## src/rtl/bound_vpad_gen_if.sv

```systemverilog
// bound_vpad_gen_if: video stream bundle for the top/bottom border generator.
//   din_vsync/din_hsync/din     : source frame valid, line valid, pixel
//   dout_vsync/dout_hsync/dout  : padded frame valid, line valid, pixel
//   frame_drop                  : 1-cycle pulse when an input frame is rejected
// W is the pixel width (CH*DW of the generator).
interface bound_vpad_gen_if #(parameter int W = 8);
  logic         din_vsync;
  logic         din_hsync;
  logic [W-1:0] din;
  logic         dout_vsync;
  logic         dout_hsync;
  logic [W-1:0] dout;
  logic         frame_drop;

  modport master (output din_vsync, din_hsync, din,
                  input  dout_vsync, dout_hsync, dout, frame_drop);
  modport slave  (input  din_vsync, din_hsync, din,
                  output dout_vsync, dout_hsync, dout, frame_drop);
endinterface

```

## src/rtl/bound_vpad_gen.sv

```systemverilog
// bound_vpad_gen: adds PAD=(KSZ-1)/2 rows above and below a CH-channel video
// frame. Pad rows are FILL (MODE 0) or a copy of the nearest edge row (MODE 1).
// Ports:
//   clk, rst : clock, asynchronous active-high reset
//   bus      : bound_vpad_gen_if.slave (din_* in, dout_*/frame_drop out)
// Output row k appears (k+1)*H_TOTAL clocks after the first input line of the
// frame; input rows are held in a (PAD+2)-slot ring until their output turn.

// One channel of the output register: selects ring data or fill, zero when idle.
module bound_vpad_lane #(parameter int DW = 8) (
  input  logic          clk,
  input  logic          rst,
  input  logic          en,
  input  logic          fill_sel,
  input  logic [DW-1:0] px,
  input  logic [DW-1:0] fill,
  output logic [DW-1:0] q
);
  always_ff @(posedge clk or posedge rst)
    if (rst)      q <= '0;
    else if (!en) q <= '0;
    else          q <= fill_sel ? fill : px;
endmodule

module bound_vpad_gen #(
  parameter int            KSZ         = 5,
  parameter int            DW          = 8,
  parameter int            CH          = 1,
  parameter int            IW          = 4,
  parameter int            IH          = 2,
  parameter int            H_TOTAL     = 6,
  parameter int            V_FRONT_CLK = 3,
  parameter int            MODE        = 0,
  parameter logic [DW-1:0] FILL        = '0
) (
  input logic             clk,
  input logic             rst,
  bound_vpad_gen_if.slave bus
);
  localparam int PAD   = (KSZ - 1) / 2;
  localparam int NSLOT = PAD + 2;
  localparam int NROWS = IH + 2 * PAD;
  localparam int TW    = $clog2(H_TOTAL + 1);
  localparam int LW    = $clog2(NROWS + 2);
  localparam int RW    = $clog2(IH + 2);
  localparam int XW    = $clog2(IW + 1);
  localparam int SW    = $clog2(NSLOT);
  localparam int FW    = $clog2(V_FRONT_CLK + 2);

  typedef enum logic [1:0] {IDLE, WAIT_LINE, RUN, FRONT} state_t;

  state_t          state;
  logic            vs_q, hs_q, cap_en;
  logic [SW-1:0]   wr_slot;
  logic [XW-1:0]   wr_col;
  logic [RW-1:0]   rows_cap;    // rows fully captured in this frame
  logic [TW-1:0]   tcnt;        // clock within line period, counted from S
  logic [LW-1:0]   line;        // line periods elapsed since S
  logic [FW-1:0]   fcnt;
  logic            dout_vsync_r, dout_hsync_r, frame_drop_r;

  // Ring depth/width rounded up to powers of two so counters index it directly.
  logic [CH*DW-1:0] ring [0:(1<<SW)-1][0:(1<<XW)-1];

  logic vs_rise, vs_fall, hs_rise, hs_fall, wr_en, row_done;
  assign vs_rise = bus.din_vsync & ~vs_q;
  assign vs_fall = ~bus.din_vsync & vs_q;
  assign hs_rise = bus.din_hsync & ~hs_q;
  assign hs_fall = ~bus.din_hsync & hs_q;

  // The first line is written on the same edge that moves WAIT_LINE to RUN.
  assign wr_en = cap_en && bus.din_hsync && (rows_cap < RW'(IH)) &&
                 (wr_col < XW'(IW)) &&
                 ((state == RUN) || ((state == WAIT_LINE) && hs_rise));
  assign row_done = cap_en && hs_fall && (wr_col != '0) && (rows_cap < RW'(IH));

  always_ff @(posedge clk)
    if (wr_en) ring[wr_slot][wr_col] <= bus.din;

  // Read side: line L carries output row k=L-1, source row j=k-PAD.
  // Rows not (yet) captured -- bottom pad or an underrun -- fall back to the
  // last captured row in MODE 1, or to FILL in MODE 0.
  logic          out_en, fill_sel;
  logic [SW-1:0] rd_slot;
  int            rd_j, rd_src;

  always_comb begin
    rd_j     = int'(line) - 1 - PAD;
    rd_src   = 0;
    fill_sel = 1'b0;
    out_en   = (state == RUN) && (line != '0) && (line <= LW'(NROWS)) &&
               (tcnt < TW'(IW));
    if (rd_j < 0) begin
      fill_sel = (MODE == 0) || (rows_cap == '0);
    end else if (rd_j >= int'(rows_cap)) begin
      rd_src   = (rows_cap == '0) ? 0 : int'(rows_cap) - 1;
      fill_sel = (MODE == 0) || (rows_cap == '0);
    end else begin
      rd_src   = rd_j;
    end
    rd_slot = SW'(rd_src % NSLOT);
  end

  logic [CH-1:0][DW-1:0] rd_px_v, dout_v;
  assign rd_px_v = ring[rd_slot][XW'(tcnt)];

  for (genvar g = 0; g < CH; g++) begin : g_lane
    bound_vpad_lane #(.DW(DW)) u_lane (
      .clk     (clk),
      .rst     (rst),
      .en      (out_en),
      .fill_sel(fill_sel),
      .px      (rd_px_v[g]),
      .fill    (FILL),
      .q       (dout_v[g])
    );
  end

  always_ff @(posedge clk or posedge rst) begin
    if (rst) begin
      state        <= IDLE;
      vs_q         <= 1'b0;
      hs_q         <= 1'b0;
      cap_en       <= 1'b0;
      wr_slot      <= '0;
      wr_col       <= '0;
      rows_cap     <= '0;
      tcnt         <= '0;
      line         <= '0;
      fcnt         <= '0;
      dout_vsync_r <= 1'b0;
      dout_hsync_r <= 1'b0;
      frame_drop_r <= 1'b0;
    end else begin
      vs_q         <= bus.din_vsync;
      hs_q         <= bus.din_hsync;
      dout_hsync_r <= out_en;
      frame_drop_r <= vs_rise && (state != IDLE);

      if (wr_en) wr_col <= wr_col + 1'b1;
      if (row_done) begin
        rows_cap <= rows_cap + 1'b1;
        wr_slot  <= (wr_slot == SW'(NSLOT - 1)) ? '0 : wr_slot + 1'b1;
        wr_col   <= '0;
      end
      // A frame whose vsync ends stops capturing; the output keeps running.
      if (vs_fall) cap_en <= 1'b0;

      case (state)
        IDLE: if (vs_rise) begin
          state        <= WAIT_LINE;
          dout_vsync_r <= 1'b1;
          cap_en       <= 1'b1;
          wr_slot      <= '0;
          wr_col       <= '0;
          rows_cap     <= '0;
        end
        // A frame that ends before any line produces no rows.
        WAIT_LINE: if (vs_fall) begin
          state        <= IDLE;
          dout_vsync_r <= 1'b0;
        end else if (hs_rise) begin
          state <= RUN;
          tcnt  <= TW'(1);
          line  <= '0;
        end
        RUN: begin
          if (tcnt == TW'(H_TOTAL - 1)) begin
            tcnt <= '0;
            line <= line + 1'b1;
          end else begin
            tcnt <= tcnt + 1'b1;
          end
          if ((line == LW'(NROWS)) && (tcnt == TW'(IW))) begin
            state <= FRONT;
            fcnt  <= FW'(1);
          end
        end
        FRONT: if (fcnt >= FW'(V_FRONT_CLK)) begin
          state        <= IDLE;
          dout_vsync_r <= 1'b0;
        end else begin
          fcnt <= fcnt + 1'b1;
        end
        default: state <= IDLE;
      endcase
    end
  end

  assign bus.dout_vsync = dout_vsync_r;
  assign bus.dout_hsync = dout_hsync_r;
  assign bus.frame_drop = frame_drop_r;
  assign bus.dout       = dout_v;
endmodule

```

## src/flat_wrapper.sv

```systemverilog
// flat-port wrapper written by rule: the top's interface ports become plain ports
module bound_vpad_gen_flat 
#(
  parameter int            KSZ         = 5,
  parameter int            DW          = 8,
  parameter int            CH          = 1,
  parameter int            IW          = 4,
  parameter int            IH          = 2,
  parameter int            H_TOTAL     = 6,
  parameter int            V_FRONT_CLK = 3,
  parameter int            MODE        = 0,
  parameter logic [DW-1:0] FILL        = '0
)
  (clk, rst, bus_din_vsync, bus_din_hsync, bus_din, bus_dout_vsync, bus_dout_hsync, bus_dout, bus_frame_drop);
  bound_vpad_gen_if #(.W(8)) bus_i ();
  input logic clk;
  input logic rst;
  input wire logic [$bits(bus_i.din_vsync)-1:0] bus_din_vsync;
  input wire logic [$bits(bus_i.din_hsync)-1:0] bus_din_hsync;
  input wire logic [$bits(bus_i.din)-1:0] bus_din;
  output wire logic [$bits(bus_i.dout_vsync)-1:0] bus_dout_vsync;
  output wire logic [$bits(bus_i.dout_hsync)-1:0] bus_dout_hsync;
  output wire logic [$bits(bus_i.dout)-1:0] bus_dout;
  output wire logic [$bits(bus_i.frame_drop)-1:0] bus_frame_drop;
  assign bus_i.din_vsync = bus_din_vsync;
  assign bus_i.din_hsync = bus_din_hsync;
  assign bus_i.din = bus_din;
  assign bus_dout_vsync = bus_i.dout_vsync;
  assign bus_dout_hsync = bus_i.dout_hsync;
  assign bus_dout = bus_i.dout;
  assign bus_frame_drop = bus_i.frame_drop;
  bound_vpad_gen #(.KSZ(KSZ), .DW(DW), .CH(CH), .IW(IW), .IH(IH), .H_TOTAL(H_TOTAL), .V_FRONT_CLK(V_FRONT_CLK), .MODE(MODE), .FILL(FILL)) u_core (.clk(clk), .rst(rst), .bus(bus_i));
endmodule
```

## config.mk

```make
export PLATFORM = sky130hd
export DESIGN_NAME = bound_vpad_gen_flat
export DESIGN_NICKNAME = d
export VERILOG_FILES = /design/src/rtl/bound_vpad_gen_if.sv /design/src/rtl/bound_vpad_gen.sv /design/src/flat_wrapper.sv
export SDC_FILE = /design/constraint.sdc
export NUM_CORES = 1
export LEC_CHECK = 0
export CELL_PAD_IN_SITES_DETAIL_PLACEMENT = 1
export CELL_PAD_IN_SITES_GLOBAL_PLACEMENT = 1
export CORE_MARGIN = 1
export CORE_UTILIZATION = 40
export CTS_BUF_LIST = sky130_fd_sc_hd__clkbuf_8
export CTS_CLUSTER_SIZE = 40
export DETAILED_ROUTE_END_ITERATION = 16
export GPL_ROUTABILITY_DRIVEN = 0
export PLACE_DENSITY = 0.67
export SLEW_MARGIN = 40
export SYNTH_ARGS = -nofsm -noshare
export SYNTH_HDL_FRONTEND = slang
export SYNTH_SLANG_ARGS = --single-unit
```

## constraint.sdc

```tcl
create_clock -name clk -period 3.9 [get_ports clk]
set_input_delay 0.78 -clock clk [delete_from_list [all_inputs] [get_ports clk]]
set_output_delay 0.78 -clock clk [all_outputs]
set_load 0.01 [all_outputs]
```

# == Word-level counts from Yosys, hierarchy flattened ==
# Memory sizes are Yosys's and may differ from the RTL's.
# Cells that the tools add are included.
# Widths: inputs -> output; s select.
# word_totals
register_bits,32
mem_bits_rw,256
word_cells,137
mem_count,1
# op_classes
n_addsub,9
order_cmp,10
eq_ne,16
mux,49
bitwise,10
reduce_logical,28
# mem_list
name,words,word_bits,rd,rd_clocked_by_memory_dff,write_ports,line_no,source
u_core.ring,4,64,1,0,1,bound_vpad_gen.sv:63,logic [CH*DW-1:0] ring [0:(1<<SW)-1][0:(1<<XW)-1];
# ops
op,count
$mux 64,1
$mux 8,5
$mux 3,12
$ge 32x3->1,1
$lt 32x1->1 const B,1
$mux 2,15
$bmux 8 s3,1
$demux 8 s3,1
$pmux 3 s2,3
$logic_and 1x1->1,14
$add 3x1->3 const B,4
$reduce_and 4->1,3
$eq 3x3->1 const B,3
$mux 1,9
$reduce_bool 3->1,3
$ge 4x4->1 const B,2
$ne 2x1->1 const B,4
$ne 2x2->1 const B,4
$not 3->4,2
$pmux 2 s4,1
$eq 2x2->1 const B,3
$lt 3x3->1 const B,2
$reduce_and 3->1,2
$reduce_bool 2->1,3
15 further kinds,23

# == Logic depth before layout (Yosys ltp) ==
# Gate-level depths: netlist of the first run.
# An unclocked memory read counts as a cell.
# logic_depth
depth_word,11
depth_mapped,13
mapped_depth_nobuf,11

# == Hierarchy ==
# A second synthesis of the first run with hierarchy kept.
# unflattened
hier_cells,709
hier_area_um2,11736.3
# modules_own_cells
mod,n_inst,cells_each,area_per_inst_um2,seq_area_each_um2
bound_vpad_gen,1,683,11390.9,8287.9
bound_vpad_lane,1,26,345.3,200.2

# == Worst setup path after synthesis of the first run ==
# Ideal clock, no wire load.
# synth_timing
path_kind,reg2reg
start,reg u_core.line[0]
end,reg u_core.g_lane[0].u_lane.q[1]
t_arrival_ps,2708
t_required_ps,3766
setup_slack_ps,1058
path_stages_with_launch,14
n_path_buf,2
synth_period_minus_slack_ps,2842
path_cell_list,dfrtp_1 -> inv_1 -> ha_1 -> xnor2_1 -> ha_1 -> nor2b_1 -> o211a_1 -> o21a_2 -> nor2_8 -> buf_12 -> buf_6 -> mux2_2 -> o211ai_1 -> o221ai_2
# synth_via
elab_chain_cells,11
elab_cells_between_ends,19
classes_between,2 x add/sub; 3 x order compare; 9 x mux; 4 x reduce/logical; 1 x memory
# synth_rtl
element,line_no,source
from (decl),bound_vpad_gen.sv:58,logic [LW-1:0] line;
from (signal assigned),bound_vpad_gen.sv:170,line <= line + 1'b1;
$sub 3x1->4,bound_vpad_gen.sv:88,rd_j = int'(line) - 1 - PAD;
$sub 4x3->5,bound_vpad_gen.sv:88,
$ge 32x3->1,bound_vpad_gen.sv:95,end else if (rd_j >= int'(rows_cap)) begin
$mux 2,bound_vpad_gen.sv:95,
$mux 2,bound_vpad_gen.sv:93,if (rd_j < 0) begin
$mem_v2 4x64,-,
$bmux 8 s3,bound_vpad_gen.sv:105,assign rd_px_v = ring[rd_slot][XW'(tcnt)];
$mux 8 (implied by the code) (2 in a row),bound_vpad_gen.sv:105,
$mux 8,bound_vpad_gen.sv:22,else q <= fill_sel ? fill : px;
$mux 8 *,bound_vpad_gen.sv:21,else if (!en) q <= '0;
to (signal assigned),bound_vpad_gen.sv:22,
to (decl),bound_vpad_gen.sv:17,output logic [DW-1:0] q
# Mark *: on every way between the ends. The rest lies on a longest branch, timed or not. The select of a mux whose other input is x is not followed.
# A chain may end at the register's enable or synchronous reset.

# == Final worst setup path of the first run ==
# layout_timing
start,reg u_core.line[0]
end,reg u_core.g_lane[0].u_lane.q[0]
# Same word-level chain as after synthesis.

==> results of run 1 <==
-- path summary, 6_finish.rpt --
path	to	slack [ns]	cells past startpoint
max in group asynchronous	u_core.tcnt[1]	2.80	3
min	u_core.cap_en	0.49	1
max	u_core.g_lane[0].u_lane.q[0]	0.54	12
min reg2reg	u_core.cap_en	0.49	1
min in group asynchronous	u_core.g_lane[0].u_lane.q[5]	0.73	3
max reg2reg	u_core.g_lane[0].u_lane.q[0]	0.54	12
-- through the flow --
stage          util [%]  std cells  total power [mW]
2_1_floorplan         -        499              2.59
3_3_place_gp       44.2        753              2.83
3_5_place_dp       44.2        753              2.89
4_1_cts            46.6        785              4.18
5_1_grt            46.6        785              4.35
6_report           46.6        785              4.14
-- placed cells by master, fill, tap and decap left out, types with 4 or more instances in the layout --
cell	n
sky130_fd_sc_hd__ha_1	20
sky130_fd_sc_hd__a21oi_1	8
sky130_fd_sc_hd__clkbuf_8	17
sky130_fd_sc_hd__nor4_2	8
sky130_fd_sc_hd__nand2b_1	7
sky130_fd_sc_hd__mux2_2	18
sky130_fd_sc_hd__nand3_1	17
sky130_fd_sc_hd__buf_4	24
sky130_fd_sc_hd__o22ai_1	5
sky130_fd_sc_hd__nand2_1	43
sky130_fd_sc_hd__nor2_1	34
sky130_fd_sc_hd__nor2b_1	5
sky130_fd_sc_hd__edfxtp_1	128
sky130_fd_sc_hd__nor4_1	4
sky130_fd_sc_hd__o21ai_0	21
sky130_fd_sc_hd__mux2i_1	30
sky130_fd_sc_hd__a32o_1	5
sky130_fd_sc_hd__nor3_1	7
sky130_fd_sc_hd__inv_1	27
sky130_fd_sc_hd__nand4_1	6
sky130_fd_sc_hd__o211ai_1	7
sky130_fd_sc_hd__clkdlybuf4s50_1	22
sky130_fd_sc_hd__dfrtp_1	31
-- sequential cells by signal, indices dropped and copies added (netlist names), 2 cells and up, named ones only --
name and cells:
u_core.ring 128, u_core.g_lane.u_lane.q 8, u_core.fcnt 3, u_core.line 3, u_core.tcnt 3, u_core.wr_col 3, u_core.rows_cap 2, u_core.wr_slot 2
-- power breakdown --
part | leakage [nW] | internal (mW) | total (mW) | switching [mW]
logic | 1.01 | 0.280 | 0.785 | 0.505
clock network | 0.211 | 0.644 | 1.29 | 0.651
registers | 1.57 | 1.93 | 2.06 | 0.124
-- worst register-to-register path, cell delays in order (launching register included) --
cell,delay (ns)
sky130_fd_sc_hd__dfrtp_1,0.48
sky130_fd_sc_hd__inv_1,0.13
sky130_fd_sc_hd__ha_1,0.28
sky130_fd_sc_hd__xnor2_1,0.15
sky130_fd_sc_hd__ha_1,0.32
sky130_fd_sc_hd__nor2b_1,0.15
sky130_fd_sc_hd__o211a_1,0.13
sky130_fd_sc_hd__o21a_2,0.26
sky130_fd_sc_hd__nor2_8,0.39
sky130_fd_sc_hd__buf_4,0.30
sky130_fd_sc_hd__mux2_2,0.34
sky130_fd_sc_hd__o21ai_0,0.22
sky130_fd_sc_hd__nor4_2,0.09
-- cells by family after synthesis --
group | after synthesis | synth area share [%]
AO/OA/AOI/OAI | 82 | 8.85
flip-flops | 160 | 65.7
buffers and inverters | 42 | 3.19
multiplexers | 52 | 8.34
AND/OR/NAND/NOR | 140 | 10.0
XOR/XNOR | 3 | 0.372
adder cells (fa/ha/maj) | 20 | 3.54
-- final cells by class --
class                           count  area, sq um  area share [%]
Inverter                           25         93.8            1.16
Sequential cell                   160         4650            57.6
Multi-Input combinational cell    297         2220            27.6
Clock inverter                     15          185            2.30
Tap cell                          225          282            3.49
Clock buffer                       17          234            2.90
Timing Repair Buffer               46          400            4.97
-- layer usage --
metal / up-vias / routed length, um / global-route usage (%)
li1: 1990 / - / -
met2: 77 / 9000 / 35.5
met3: 18 / 690 / 4.35
met1: 2244 / 7490 / 26.2
met4: 0 / 267 / 7.24
met5: - / 0 / 0
==> results.cfg, run 1 <==
[timing]
fmaxAchievable_mhz = 298
layout_worst_path_cycle_share_pct = 86.1
final_max_slew_viol_count = 0
worst_case_clock_skew_ns = 0.0156
relSlewSlack_pct = 52.3
worst_slack_ns = 0.541
final-hold-violation-count = 0
hold_ws_ns = 0.490
setup_repair_after_global_routing_missed_its_margin = false
final.setup.tns_ns = 0
fin_crit_ns = 3.36
worstMarginPinSlew_ns = 0.714
setup_viol = 0

[worst_setup_path]
cpMaxStageDelayCell = sky130_fd_sc_hd__dfrtp_1
critical_path.startpoint_type = flop
timing.critical_path.fanout_max = 24
cell_family_with_the_largest_share_of_critical_path_delay = simple AND/OR/NAND/NOR gates
critPathLaunch = u_core.line[0]
critPathMaxStageDelay_ns = 0.48
worst_path_most_repeated_cell = sky130_fd_sc_hd__ha_1
worst-endpoint-required_ns = 4.25
worstReg2RegStart = u_core.line[0]
cp_num_buf_inv = 2
timing.setup.critical_path_class = reg2reg
crit_chain = inv_1 > ha_1 > xnor2_1 > ha_1 > nor2b_1 > o211a_1 > o21a_2 > nor2_8 > buf_4 > mux2_2 > o21ai_0 > nor4_2
worst-endpoint-arrival_ns = 3.70
cp-end-kind = flop

[die]
die-width_um = 135
initial_utilization_pct = 40.9
die_area_sq_um = 18200
ioPinCount = 23
chipHeight_um = 135
placementRows = 48
core_area_sq_um = 17300

[detailed_routing]
drcViolationCount = 0
viasPerCell = 5.51
detail-route-antenna-nets = 0
postRouteWirelength_um = 17500
via_count = 4329
drtPass1Iterations = 4
first_iter_violations = 326
average_wire_per_cell_in_the_routed_design_um = 22.2

[finish]
drive_gt1_share_pct = 16.8
final_area_sq_um = 8060
fillCellCount = 1755
design.final.nets = 579
area_growth_syn_to_layout_pct = 14.1
num_antenna_cells = 0

[run]
max_cap_violations = 0

[grt]
pin_count_of_the_biggest_net_entering_global_routing = 33
grtUsageTotal_pct = 20.8
grt_pass1_vias = 4698
antenna_found_initial = 0
grt_first_pass_wirelength_um = 27300
gr-total-overflow = 0

[logic_synthesis]
synth.area.top_cells = sky130_fd_sc_hd__edfxtp_1, sky130_fd_sc_hd__dfrtp_1, sky130_fd_sc_hd__mux2i_1, sky130_fd_sc_hd__ha_1, sky130_fd_sc_hd__mux2_2
count_of_different_cell_masters_after_synthesis = 67
netlist_top_cells_count = sky130_fd_sc_hd__edfxtp_1, sky130_fd_sc_hd__nand2_1, sky130_fd_sc_hd__nor2_1, sky130_fd_sc_hd__dfrtp_1, sky130_fd_sc_hd__mux2i_1
synth.most_common_cell = sky130_fd_sc_hd__edfxtp_1
synth_sequential_area_ratio_pct = 65.7
syn-cell-area_sq_um = 7070
asyncSetResetFlopFracSynth_pct = 20.0
postSynthCellCount = 499
yosys_warnings = 0
postSynthNetCount = 531
synth_area_per_cell_sq_um = 14.2
synthFlopType = sky130_fd_sc_hd__edfxtp_1
synth_top_cell_area_share_pct = 54.4
number_of_flops_mapped_to_enable_cells_by_yosys = 128
largest_area_contributor_in_the_synthesized_netlist = sky130_fd_sc_hd__edfxtp_1
synth_seq_cells = 160

[cts]
clock_tree.root_cell = sky130_fd_sc_hd__clkbuf_8
cts.sink_count = 160
ctsHtreeMaxLevel = 4
clkSlewWorstSetupHoldPaths_ns = 0.09
cts_setup_buffers = 0
post_cts_resized = 0
maximum_buffer_depth_of_the_clock_tree = 2
tritoncts = built
cts_hold_buffers = 0
insertion_delay_to_the_later_sink_of_the_worst_skew_pair_ns = 0.47
numCtsBuffers = 17

[place]
postPlaceCellArea_sq_um = 7640
numPortBuffers = 22
detailedPlace.worstSlack_ns = 0.523
dpl.hpwl_um = 11900

[worst_hold_path]
holdCritStartpoint = u_core.vs_q
worstHoldPathType = reg2reg

[power]
ir_worst_vdd_v = 0.000282
power.leakage_nw = 2.80
power_density_relative_to_cell_area_nw_per_um2 = 513

[status]
status = completed
(Power assumes the default switching activity.)
==> run 2: changes to the inputs <==
SKIP_LAST_GASP = 1   (was not set)
==> results of run 2 <==
Final layout, timing and power as in run 1 (identical DEF).
==> run 3: changes to the inputs <==
CORE_ASPECT_RATIO = 1.1   (was not set)
==> run 3 against run 2 <==
Global-route usage shrank 0.98 points. Utilization rose by 0.17 points. Via count fell by 0.97%. Maximum frequency increased by 0.17%. Register-to-register slack barely moved. Sequential share of layout area up 0.32 points. Largest power group unchanged. Critical endpoint is now u_core.g_lane[0].u_lane.q[2]. Final cell count rose by 1.0%. Clock-buffer cell count stayed put. Critical path depth shrank 1.
==> results.cfg, run 3 (synthesis gave the netlist of run 1 again) <==
[finish]
final_area_sq_um = 8020
ff_latch_area_sq_um = 4650
largest_register_ffs = 128
top_flop_regs = u_core.ring (128), u_core.g_lane.u_lane.q (8)
area_growth_syn_to_layout_pct = 13.5
top_library_cells_by_usage_in_the_layout_fill_and_taps_aside = sky130_fd_sc_hd__edfxtp_1, sky130_fd_sc_hd__nand2_1, sky130_fd_sc_hd__nor2_1
drive_gt1_share_pct = 16.6
leading_cell_type_in_the_layout_fill_and_taps_excluded = sky130_fd_sc_hd__edfxtp_1
fillCellCount = 1755
multi_input_area_sq_um = 2220
register_name_with_the_most_flops = u_core.ring
finish.utilization_pct = 46.8
num_antenna_cells = 0
design.final.nets = 578

[place]
postPlaceCellArea_sq_um = 7640
numPortBuffers = 22
dpl.hpwl_um = 11700

[die]
die_area_sq_um = 18200
core_area_sq_um = 17100
initial_utilization_pct = 41.2
die-width_um = 129
ioPinCount = 23
chipHeight_um = 141
placementRows = 50

[grt]
grt_pass1_vias = 4594
pin_count_of_the_biggest_net_entering_global_routing = 33
grtUsageTotal_pct = 19.9
antenna_found_initial = 0
grt_first_pass_wirelength_um = 26000
gr-total-overflow = 0

[timing]
final-hold-violation-count = 0
layout_worst_path_cycle_share_pct = 86.0
worst_case_clock_skew_ns = 0.0165
setup_viol = 0
worstMarginPinSlew_ns = 0.689
final_max_slew_viol_count = 0
setup_repair_after_global_routing_missed_its_margin = false
fmaxAchievable_mhz = 298
fin_crit_ns = 3.35
final.setup.tns_ns = 0
relSlewSlack_pct = 53.9

[run]
max_cap_violations = 0

[worst_setup_path]
cell_family_with_the_largest_share_of_critical_path_delay = simple AND/OR/NAND/NOR gates
critPathMaxStageDelay_ns = 0.62
cp-end-kind = flop
wp_depth = 11
critical_path.startpoint_type = flop
crit-reg2reg-capture = u_core.g_lane[0].u_lane.q[2]
worst-endpoint-arrival_ns = 3.69
timing.setup.critical_path_class = reg2reg
r2r.worst_path.cells = 11
worst-endpoint-required_ns = 4.23
reg2reg_slack_ns = 0.55
worst_path_most_repeated_cell = sky130_fd_sc_hd__ha_1
cp_num_buf_inv = 1
worstReg2RegStart = u_core.line[0]
timing.critical_path.fanout_max = 24
crit_chain = inv_1 > ha_1 > xnor2_1 > ha_1 > nor2b_1 > o211a_1 > o21a_2 > nor2_8 > mux4_1 > nor3_1 > nor4_2
cpMaxStageDelayCell = sky130_fd_sc_hd__mux4_1

[worst_hold_path]
holdCritStartpoint = u_core.vs_q
timing.hold.worst_endpoint = u_core.cap_en
worstHoldPathType = reg2reg
min_path_cells = 1

[cts]
maximum_buffer_depth_of_the_clock_tree = 2
cts.sink_count = 160
post_cts_resized = 0
clock_tree.root_cell = sky130_fd_sc_hd__clkbuf_8
ctsHtreeMaxLevel = 4
numCtsBuffers = 17
cts_setup_buffers = 0
tritoncts = built
insertion_delay_to_the_later_sink_of_the_worst_skew_pair_ns = 0.46
cts_hold_buffers = 0
clkSlewWorstSetupHoldPaths_ns = 0.09

[detailed_routing]
detail-route-antenna-nets = 0
drcViolationCount = 0
via_count = 4287
drtPass1Iterations = 5
first_iter_violations = 206
postRouteWirelength_um = 16800
viasPerCell = 5.41
average_wire_per_cell_in_the_routed_design_um = 21.2

[power]
total_power_mw = 4.01
ir_worst_vdd_v = 0.000313
power.leakage_nw = 2.77
power_density_relative_to_cell_area_nw_per_um2 = 501

[status]
status = completed
## run 3: cell count changes in the layout (fill, tap and decap cells not counted), moves of 2 or more
cell                       previous run  this run
sky130_fd_sc_hd__inv_8                3         0
sky130_fd_sc_hd__nor2_1              34        32
sky130_fd_sc_hd__clkinv_4             1         3
sky130_fd_sc_hd__nor2_2               0         2
sky130_fd_sc_hd__nor4_1               4         6
sky130_fd_sc_hd__nor4_2               8         6
sky130_fd_sc_hd__clkinv_2             1         3
## run 3: worst register-to-register path: stages, from the launching register on
cell,delay [ns]
sky130_fd_sc_hd__dfrtp_1,0.49
sky130_fd_sc_hd__inv_1,0.12
sky130_fd_sc_hd__ha_1,0.28
sky130_fd_sc_hd__xnor2_1,0.15
sky130_fd_sc_hd__ha_1,0.32
sky130_fd_sc_hd__nor2b_1,0.15
sky130_fd_sc_hd__o211a_1,0.13
sky130_fd_sc_hd__o21a_2,0.26
sky130_fd_sc_hd__nor2_8,0.40
sky130_fd_sc_hd__mux4_1,0.62
sky130_fd_sc_hd__nor3_1,0.22
sky130_fd_sc_hd__nor4_2,0.08
## run 3: worst max path at each step
stage,startpoint,endpoint,slack (ns)
3_5_place_dp,u_core.line[0],u_core.g_lane[0].u_lane.q[0],0.59
5_1_grt,u_core.line[0],u_core.g_lane[0].u_lane.q[0],0.37
3_3_place_gp,u_core.line[0],u_core.g_lane[0].u_lane.q[0],0.65
6_report,u_core.line[0],u_core.g_lane[0].u_lane.q[2],0.55
4_1_cts,u_core.line[0],u_core.g_lane[0].u_lane.q[2],0.55
2_1_floorplan,u_core.line[0],u_core.g_lane[0].u_lane.q[1],1.06
## run 3: routing by layer
| layer | share of wire (%) | track usage, % | routed length, um |
|---|---|---|---|
| met5 | 0 | 0 | 0 |
| met4 | 1.9 | 7.37 | 312 |
| met3 | 3.4 | 3.88 | 563 |
| met2 | 52 | 33.8 | 8740 |
| met1 | 43 | 25.1 | 7160 |
## run 3: final cells by class
cell class / count / share of cell area (%)
well taps: 234 / 3.65
repair buffers: 45 / 4.90
inverters: 25 / 1.17
multi-input cells: 297 / 27.6
clock inverters: 15 / 1.81
flip-flops and latches: 160 / 57.9
clock buffers: 17 / 2.92
## run 3: stage by stage
step | hold WS, ns | setup slack (ns) | instances
final | 0.479 | 0.547 | 793
after global routing | 0.519 | 0.374 | 793
after CTS | 0.486 | 0.555 | 793
after detailed placement | 0.470 | 0.587 | 761
after global placement | 0.464 | 0.651 | 761
after floorplan | 0.441 | 1.06 | 499
## run 3: report_power, final
group	switching [mW]	internal [mW]	leakage, nW
Clock	0.617	0.564	0.196
Sequential	0.155	1.94	1.57
Combinational	0.468	0.276	1.01
Total	1.24	2.77	2.77
